### src/rtl/alu_decode_exec_mc.sv
// RV32I ALU decoder and executor with valid/ready handshakes on both sides.
// Simple ops finish in one cycle; shifts run on an iterative shifter of SHIFT_STEP bits per cycle.
module alu_decode_exec_mc #(
  parameter int unsigned XLEN       = 32,
  parameter int unsigned SHIFT_STEP = 1
) (
  input  logic            clk,
  input  logic            rst,
  input  logic            in_valid,
  output logic            in_ready,
  input  logic [1:0]      alu_op,
  input  logic [2:0]      funct3,
  input  logic            funct7b5,
  input  logic            op5,
  input  logic [XLEN-1:0] src_a,
  input  logic [XLEN-1:0] src_b,
  output logic            out_valid,
  input  logic            out_ready,
  output logic [XLEN-1:0] result,
  output logic            zero,
  output logic [3:0]      alu_ctrl,
  output logic            busy
);

  localparam int unsigned SHW = $clog2(XLEN);
  localparam int unsigned CW  = SHW + 1;

  localparam logic [3:0] OP_ADD  = 4'b0000;
  localparam logic [3:0] OP_SUB  = 4'b0001;
  localparam logic [3:0] OP_SLL  = 4'b0010;
  localparam logic [3:0] OP_SLT  = 4'b0011;
  localparam logic [3:0] OP_SLTU = 4'b0100;
  localparam logic [3:0] OP_XOR  = 4'b0101;
  localparam logic [3:0] OP_SRL  = 4'b0110;
  localparam logic [3:0] OP_SRA  = 4'b0111;
  localparam logic [3:0] OP_OR   = 4'b1000;
  localparam logic [3:0] OP_AND  = 4'b1001;

  typedef enum logic [1:0] {
    S_IDLE  = 2'b00,
    S_SHIFT = 2'b01,
    S_DONE  = 2'b10
  } state_t;

  state_t state_q, state_d;

  logic [3:0]      dec_ctrl;
  logic [SHW-1:0]  shamt;
  logic            is_shift;
  logic            start_shift;
  logic            accept;
  logic [XLEN-1:0] alu_res;

  logic [XLEN-1:0] shreg;
  logic [SHW-1:0]  cnt;
  logic [CW-1:0]   cnt_ext;
  logic [CW-1:0]   step_w;
  logic [SHW-1:0]  step;
  logic [SHW-1:0]  cnt_nxt;
  logic [XLEN-1:0] shifted;

  // Instruction field decode into the ALU control code
  always_comb begin
    dec_ctrl = OP_ADD;
    case (alu_op)
      2'b01: dec_ctrl = OP_SUB;
      2'b10: begin
        case (funct3)
          3'b000:  dec_ctrl = (op5 & funct7b5) ? OP_SUB : OP_ADD;
          3'b001:  dec_ctrl = OP_SLL;
          3'b010:  dec_ctrl = OP_SLT;
          3'b011:  dec_ctrl = OP_SLTU;
          3'b100:  dec_ctrl = OP_XOR;
          3'b101:  dec_ctrl = funct7b5 ? OP_SRA : OP_SRL;
          3'b110:  dec_ctrl = OP_OR;
          default: dec_ctrl = OP_AND;
        endcase
      end
      default: dec_ctrl = OP_ADD;
    endcase
  end

  assign shamt       = src_b[SHW-1:0];
  assign is_shift    = (dec_ctrl == OP_SLL) || (dec_ctrl == OP_SRL) || (dec_ctrl == OP_SRA);
  assign start_shift = is_shift && (shamt != '0);
  assign accept      = in_valid & in_ready;

  // Single-cycle result; shifts only reach here with shamt == 0
  always_comb begin
    alu_res = '0;
    case (dec_ctrl)
      OP_ADD:  alu_res = src_a + src_b;
      OP_SUB:  alu_res = src_a - src_b;
      OP_SLL:  alu_res = src_a << shamt;
      OP_SLT:  alu_res[0] = $signed(src_a) < $signed(src_b);
      OP_SLTU: alu_res[0] = src_a < src_b;
      OP_XOR:  alu_res = src_a ^ src_b;
      OP_SRL:  alu_res = src_a >> shamt;
      OP_SRA:  alu_res = $signed(src_a) >>> shamt;
      OP_OR:   alu_res = src_a | src_b;
      OP_AND:  alu_res = src_a & src_b;
      default: alu_res = '0;
    endcase
  end

  // One iterative shift step of min(cnt, SHIFT_STEP); compared one bit wider so STEP == XLEN fits
  always_comb begin
    cnt_ext = CW'(cnt);
    step_w  = (cnt_ext < CW'(SHIFT_STEP)) ? cnt_ext : CW'(SHIFT_STEP);
    step    = SHW'(step_w);
    cnt_nxt = cnt - step;
    case (alu_ctrl)
      OP_SLL:  shifted = shreg << step;
      OP_SRA:  shifted = $signed(shreg) >>> step;
      default: shifted = shreg >> step;
    endcase
  end

  // State register
  always_ff @(posedge clk) begin
    if (rst) state_q <= S_IDLE;
    else     state_q <= state_d;
  end

  // Next-state logic
  always_comb begin
    state_d = state_q;
    case (state_q)
      S_IDLE: begin
        if (in_valid) state_d = start_shift ? S_SHIFT : S_DONE;
      end
      S_SHIFT: begin
        if (cnt_nxt == '0) state_d = S_DONE;
      end
      S_DONE: begin
        if (out_ready) begin
          if (in_valid) state_d = start_shift ? S_SHIFT : S_DONE;
          else          state_d = S_IDLE;
        end
      end
      default: state_d = S_IDLE;
    endcase
  end

  // Handshake and status outputs decoded from the state register
  always_comb begin
    in_ready  = 1'b0;
    out_valid = 1'b0;
    busy      = 1'b0;
    case (state_q)
      S_IDLE:  in_ready = 1'b1;
      S_SHIFT: busy = 1'b1;
      S_DONE: begin
        out_valid = 1'b1;
        in_ready  = out_ready;
      end
      default: in_ready = 1'b0;
    endcase
  end

  // Operand capture, shifter and result registers
  always_ff @(posedge clk) begin
    if (rst) begin
      result   <= '0;
      zero     <= 1'b0;
      alu_ctrl <= OP_ADD;
      shreg    <= '0;
      cnt      <= '0;
    end else if (accept) begin
      alu_ctrl <= dec_ctrl;
      if (start_shift) begin
        shreg <= src_a;
        cnt   <= shamt;
      end else begin
        result <= alu_res;
        zero   <= (alu_res == '0);
      end
    end else if (state_q == S_SHIFT) begin
      shreg <= shifted;
      cnt   <= cnt_nxt;
      if (cnt_nxt == '0) begin
        result <= shifted;
        zero   <= (shifted == '0);
      end
    end
  end

endmodule

### config.mk
export PLATFORM = sky130hd
export DESIGN_NAME = alu_decode_exec_mc
export DESIGN_NICKNAME = d
export VERILOG_FILES = /design/src/rtl/alu_decode_exec_mc.sv
export SDC_FILE = /design/constraint.sdc
export NUM_CORES = 1
export LEC_CHECK = 0
export BUFFER_PORTS_ARGS = -buffer_cell sky130_fd_sc_hd__buf_2
export CAP_MARGIN = 10
export CORE_MARGIN = 2
export CORE_UTILIZATION = 45
export DETAILED_ROUTE_END_ITERATION = 10
export PLACE_DENSITY = 0.66
export SETUP_SLACK_MARGIN = 0.1
export SLEW_MARGIN = 0
export SYNTH_ARGS = -nofsm -noshare
export SYNTH_HDL_FRONTEND = slang
export SYNTH_SLANG_ARGS = --single-unit
### constraint.sdc
create_clock -name clk -period 5.1 [get_ports clk]
set_clock_uncertainty 0.1 [all_clocks]
set_input_delay 0 -clock clk [delete_from_list [all_inputs] [get_ports clk]]
set_output_delay 0 -clock clk [all_outputs]
set_load 0.03 [all_outputs]
* Word level (Yosys, flattened, before mapping) *
Index checks and enable logic that the tools add are counted.

storage, ports and cells
  bits in registers = 76
  input bits = 75
  output and inout port bits = 40
  logic and storage cells = 95

cells by class
  reduce and logical (&&, ||, !) cells = 15
  bitwise operators = 5
  equality and inequality tests = 26
  $add $sub $neg = 3
  magnitude comparators = 3
  mux-type cells = 31
  shifts and indexed selects = 6

operators with widths
  operator                                                         count
  31-bit case mux with 8 select lines                              1
  32-bit 2-to-1 mux                                                7
  32-bit logical NOT                                               2
  32-bit < comparator                                              2
  32-bit case mux with 2 select lines                              1
  32-bit by 5-bit left shift with 32-bit output                    2
  32-bit by 5-bit >> shifter with 32-bit output                    2
  32-bit by 5-bit >>> shifter with 32-bit output                   2
  32-bit adder                                                     1
  32-bit bitwise AND                                               1
  32-bit OR                                                        1
  32-bit subtractor                                                1
  32-bit XOR                                                       1
  4-bit case mux with 7 select lines                               1
  4-bit by 3-bit == test with 1-bit output, second input constant  5
  5-bit 2-to-1 mux                                                 4
  4-bit by 2-bit == test with 1-bit output, second input constant  3
  2-bit 2-to-1 mux                                                 5
  2-bit != test, second input constant                             5
  1-bit case mux with 10 select lines                              1
  3-bit == test, second input constant                             3
  4-bit == test, second input constant                             2
  1-bit 2-to-1 mux                                                 8
  4-bit case mux with 2 select lines                               1
  other kinds (20)                                                 27

* Depth between registers and ports, before layout *
  depth after elaboration = 12
  gate-level depth with buffers = 20
  gate-level depth less buffers = 15

* Worst setup path before layout *
No wires, ideal clock.

  kind = in2reg
  start point = input src_b[3]
  end point = register zero
  setup time = 0.084 ns
  data arrival time = 4.572 ns
  setup slack = 0.344 ns
  stages on the path = 20
  required time = 4.916 ns
  path buffers = 7
  path through = buf_6 > buf_6 > inv_1 > buf_2 > buf_1 > buf_2 > buf_1 > ha_1 > clkbuf_1 > a21oi_1 > o21ai_0 > a21oi_1 > mux2i_1 > xnor2_1 > a211oi_1 > o2111ai_1 > or4_1 > or4b_1 > or4_1 > o31ai_2

on the way
  cells in the longest elaborated chain, start to end = 5
  elaborated cells between the ends (all ways) = 19
  classes of those cells = add/sub (2); order compare (2); eq/ne (1); shift (3); mux (4); bitwise (3); reduce/logical (4)

RTL lines
  what                                                                                        line  text
  start: declaration                                                                          16    input logic [XLEN-1:0] src_b,
  32-bit subtractor, or another cell as far along                                             93    OP_SUB: alu_res = src_a - src_b;
  31-bit case mux with 8 select lines or 1-bit case mux with 10 select lines (tied branches)  91    case (dec_ctrl)
  32-bit logical NOT                                                                          176   zero <= (alu_res == '0);
  1-bit 2-to-1 mux                                                                            171   if (start_shift) begin
  1-bit 2-to-1 mux                                                                            169   end else if (accept) begin
  end signal: assignment                                                                      176
  end signal: assignment                                                                      183   zero <= (shifted == '0);
  end: declaration                                                                            20    output logic zero,

Parallel ways exist; a longest one is shown, timed or not. The select of a mux whose other input is x is not followed.
A chain may end at the register's enable or synchronous reset.

* Final worst setup path *
Ends and elaborated chain as after synthesis.

==> metrics.txt <==
RePlAce Congestion=1.09; hold buffers post-CTS=1; clk buf depth=2; async set-reset flop share out of synthesis=0; Final Hold Vio Count=0; H-Tree Depth=3; Setup TNS=0 ns; reg-to-reg slack, setup=1.17 ns; initial antenna violation count=5; final worst-path cycle share=0.948; largest net degree at the start of global routing=77; VDD IR-drop max=0.171 mV; GR Util All Layers=0.459; post-CTS sizing=0; GRT overflow=0; Arrival @ worst endpoint=5.01 ns; RSZ-0062 raised after global routing=false; Register Area=0.00152 sq mm; Starting Density=0.460; Max Slew Vio Count=0; CTS Buf Count=9; post-layout min period=4.83 ns; kind of critical path=input pin to flip-flop; Worst slew margin=0.158; Yosys warning count=0; clock latency on the worst-skew pair=0.35 ns; drt initial violations=2,464; Power Density=194 mW/mm^2; dpl cells=2,471; I/O Buffers=114; P_leak=0.00642 uW; Max Cap Viol=0; Initial DRT Pass Iterations=6; vias per inst=7.26; Syn Inst Count=2,052; I/O pin cnt=115; row count=65; Setup crit end kind=flip-flop; Net count, final=2,265; TritonCTS clock tree=built; Syn Nets=2,236; CTS Root Cell=clkbuf_16; DP Worst Slack=0.247 ns; vias in the first global route=16,500; dominant synthesized flop cell=dfxtp_1; Area growth syn-to-layout=9.02%; layout cell share with drive strength beyond 1=0.167; area of the multi-input gates=0.0118 sq mm; Post-synth EDFFs=0; outcome=finished, final reports clean; hpwl dp=61.2 mm; final std cells w/o fill=2,490; worst-path fanout max=13; CTS sink count=76; first-pass GRT wire length=113 mm; DIE WIDTH=184 microns; final number of setup-violating endpoints=0; Routed WL=79.5 mm; min-delay worst type=input pin to flip-flop; fmax=0.207 GHz; post-CTS setup buffers=0; Via Count=18,100; CP required=5.28 ns; worst slew pin tran=1.23 ns; CP Launch Type=input pin; Seq/Total Area, Yosys=0.104; core area=0.0317 sq mm; Yosys reg bits=76; PnR worst setup slack=0.267 ns; number of fill cells=3,285; DRC violation count after routing=0; Synth Cell Area=0.0146 sq mm; syn avg cell area=7.11 sq um; Unique masters post-synth=88; routed len/inst=31.9 microns; Detail Route Antenna Nets=0; die area=0.0339 sq mm; clk slew on worst S/H paths=0.07 ns; die height=184 microns
[cells in the final DEF (no fill, tap or decap), drive strengths merged, types with 48 or more instances in the layout]
cell    instances
a211oi         84
mux4           58
nor3           88
inv           109
nor2          250
nand3          48
nand2         184
buf           210
mux2i          88
a21oi         167
dfxtp          76
ha            107
o21ai         109
[worst max-delay path, cell delays in order]
cell and delay (ns):
buf_2 0.33, inv_1 0.17, ha_1 0.50, a21oi_1 0.25, o21ai_0 0.11, buf_4 0.17, a2111oi_0 1.06, buf_4 0.28
o21ai_0 0.22, nand3_1 0.17, o31ai_1 0.09, xnor2_1 0.44, o221ai_1 0.29, nand2b_1 0.20, or4_1 0.49, o31ai_2 0.23
[cells by family (layout without fill, tap and decap cells)]
family / after synthesis / after routing / share of synthesized area
compound gates: 614 / 614 / 0.282
xor+xnor: 30 / 30 / 0.0180
fa+ha+maj: 109 / 109 / 0.0945
other cells: 0 / 2 / 0
flops: 76 / 76 / 0.104
mux: 179 / 179 / 0.177
buf+inv: 299 / 333 / 0.0871
simple gates: 745 / 745 / 0.238
[power by group]
group	internal, uW	total, uW	switching [uW]
combinational	575	1800	1220
clock	341	633	292
sequential	627	652	25.0
total	1540	3080	1540
[per-stage QoR]
stage / total power (uW) / util / hold WS (ns) / instance area (sq um)
final: 3080 / 0.501 / 0.0578 / 15900
after global routing: 3170 / 0.501 / 0.0584 / 15900
after CTS: 2980 / 0.501 / 0.0375 / 15900
after detailed placement: 2360 / 0.492 / 0.228 / 15600
after global placement: 2360 / 0.492 / 0.226 / 15600
after floorplan: 1720 / - / 0.0871 / 14600
[routing by layer]
layer,up-vias,share of wire,wire length (microns),global-route usage
li1,7671,-,-,-
met1,8531,0.38,30100,0.580
met2,1505,0.41,32800,0.681
met3,372,0.13,10400,0.139
met4,4,0.077,6120,0.287
met5,-,0.00029,23,0
[final timing paths]
kind,startpoint,to,cells past startpoint
worst min-delay path,src_a[15],shreg[15]$_SDFFE_PP0P_,3
worst max register to register,cnt[1]$_SDFFE_PP0P_,zero$_SDFFE_PP0P_,10
worst max-delay path,src_b[3],zero$_SDFFE_PP0P_,16
worst min register to register,result[28]$_SDFFE_PP0P_,result[28]$_SDFFE_PP0P_,2
[flip-flops by register name, indices dropped and copies added, names as in the netlist]
register / count
result: 32
shreg: 32
cnt: 5
alu_ctrl: 4
state_q: 2
zero: 1
[area by class of cell]
type / count / share of cell area
Clock buffer: 9 / 0.0142
Multi-Input combinational cell: 1677 / 0.745
Inverter: 106 / 0.0250
Clock inverter: 7 / 0.00425
Antenna cell: 2 / 0.000315
Timing Repair Buffer: 211 / 0.0839
Sequential cell: 76 / 0.0957
Tap cell: 402 / 0.0316
[cell usage after synthesis, types with 14 or more instances]
library cell / count / share of area
o21ai_0: 107 / 0.037
a211oi_1: 84 / 0.043
ha_1: 107 / 0.092
nor2_1: 250 / 0.064
a31oi_1: 22 / 0.0094
a21oi_1: 167 / 0.057
a221oi_1: 22 / 0.013
buf_2: 33 / 0.011
a311oi_1: 14 / 0.0084
dfxtp_1: 76 / 0.10
nor2b_1: 25 / 0.011
nand4_1: 24 / 0.010
inv_1: 105 / 0.027
o211ai_1: 33 / 0.017
a21o_1: 14 / 0.0072
mux4_2: 57 / 0.088
mux2i_1: 87 / 0.060
mux2_2: 31 / 0.024
xnor2_1: 24 / 0.014
clkbuf_1: 128 / 0.033
buf_1: 14 / 0.0036
nand3_1: 48 / 0.016
nand2_1: 184 / 0.047
nor4_1: 14 / 0.0060
o22ai_1: 17 / 0.0073
and2_1: 19 / 0.0081
nand2b_1: 30 / 0.013
nor3_1: 88 / 0.030
No activity file was read; power rests on OpenSTA's default activity.
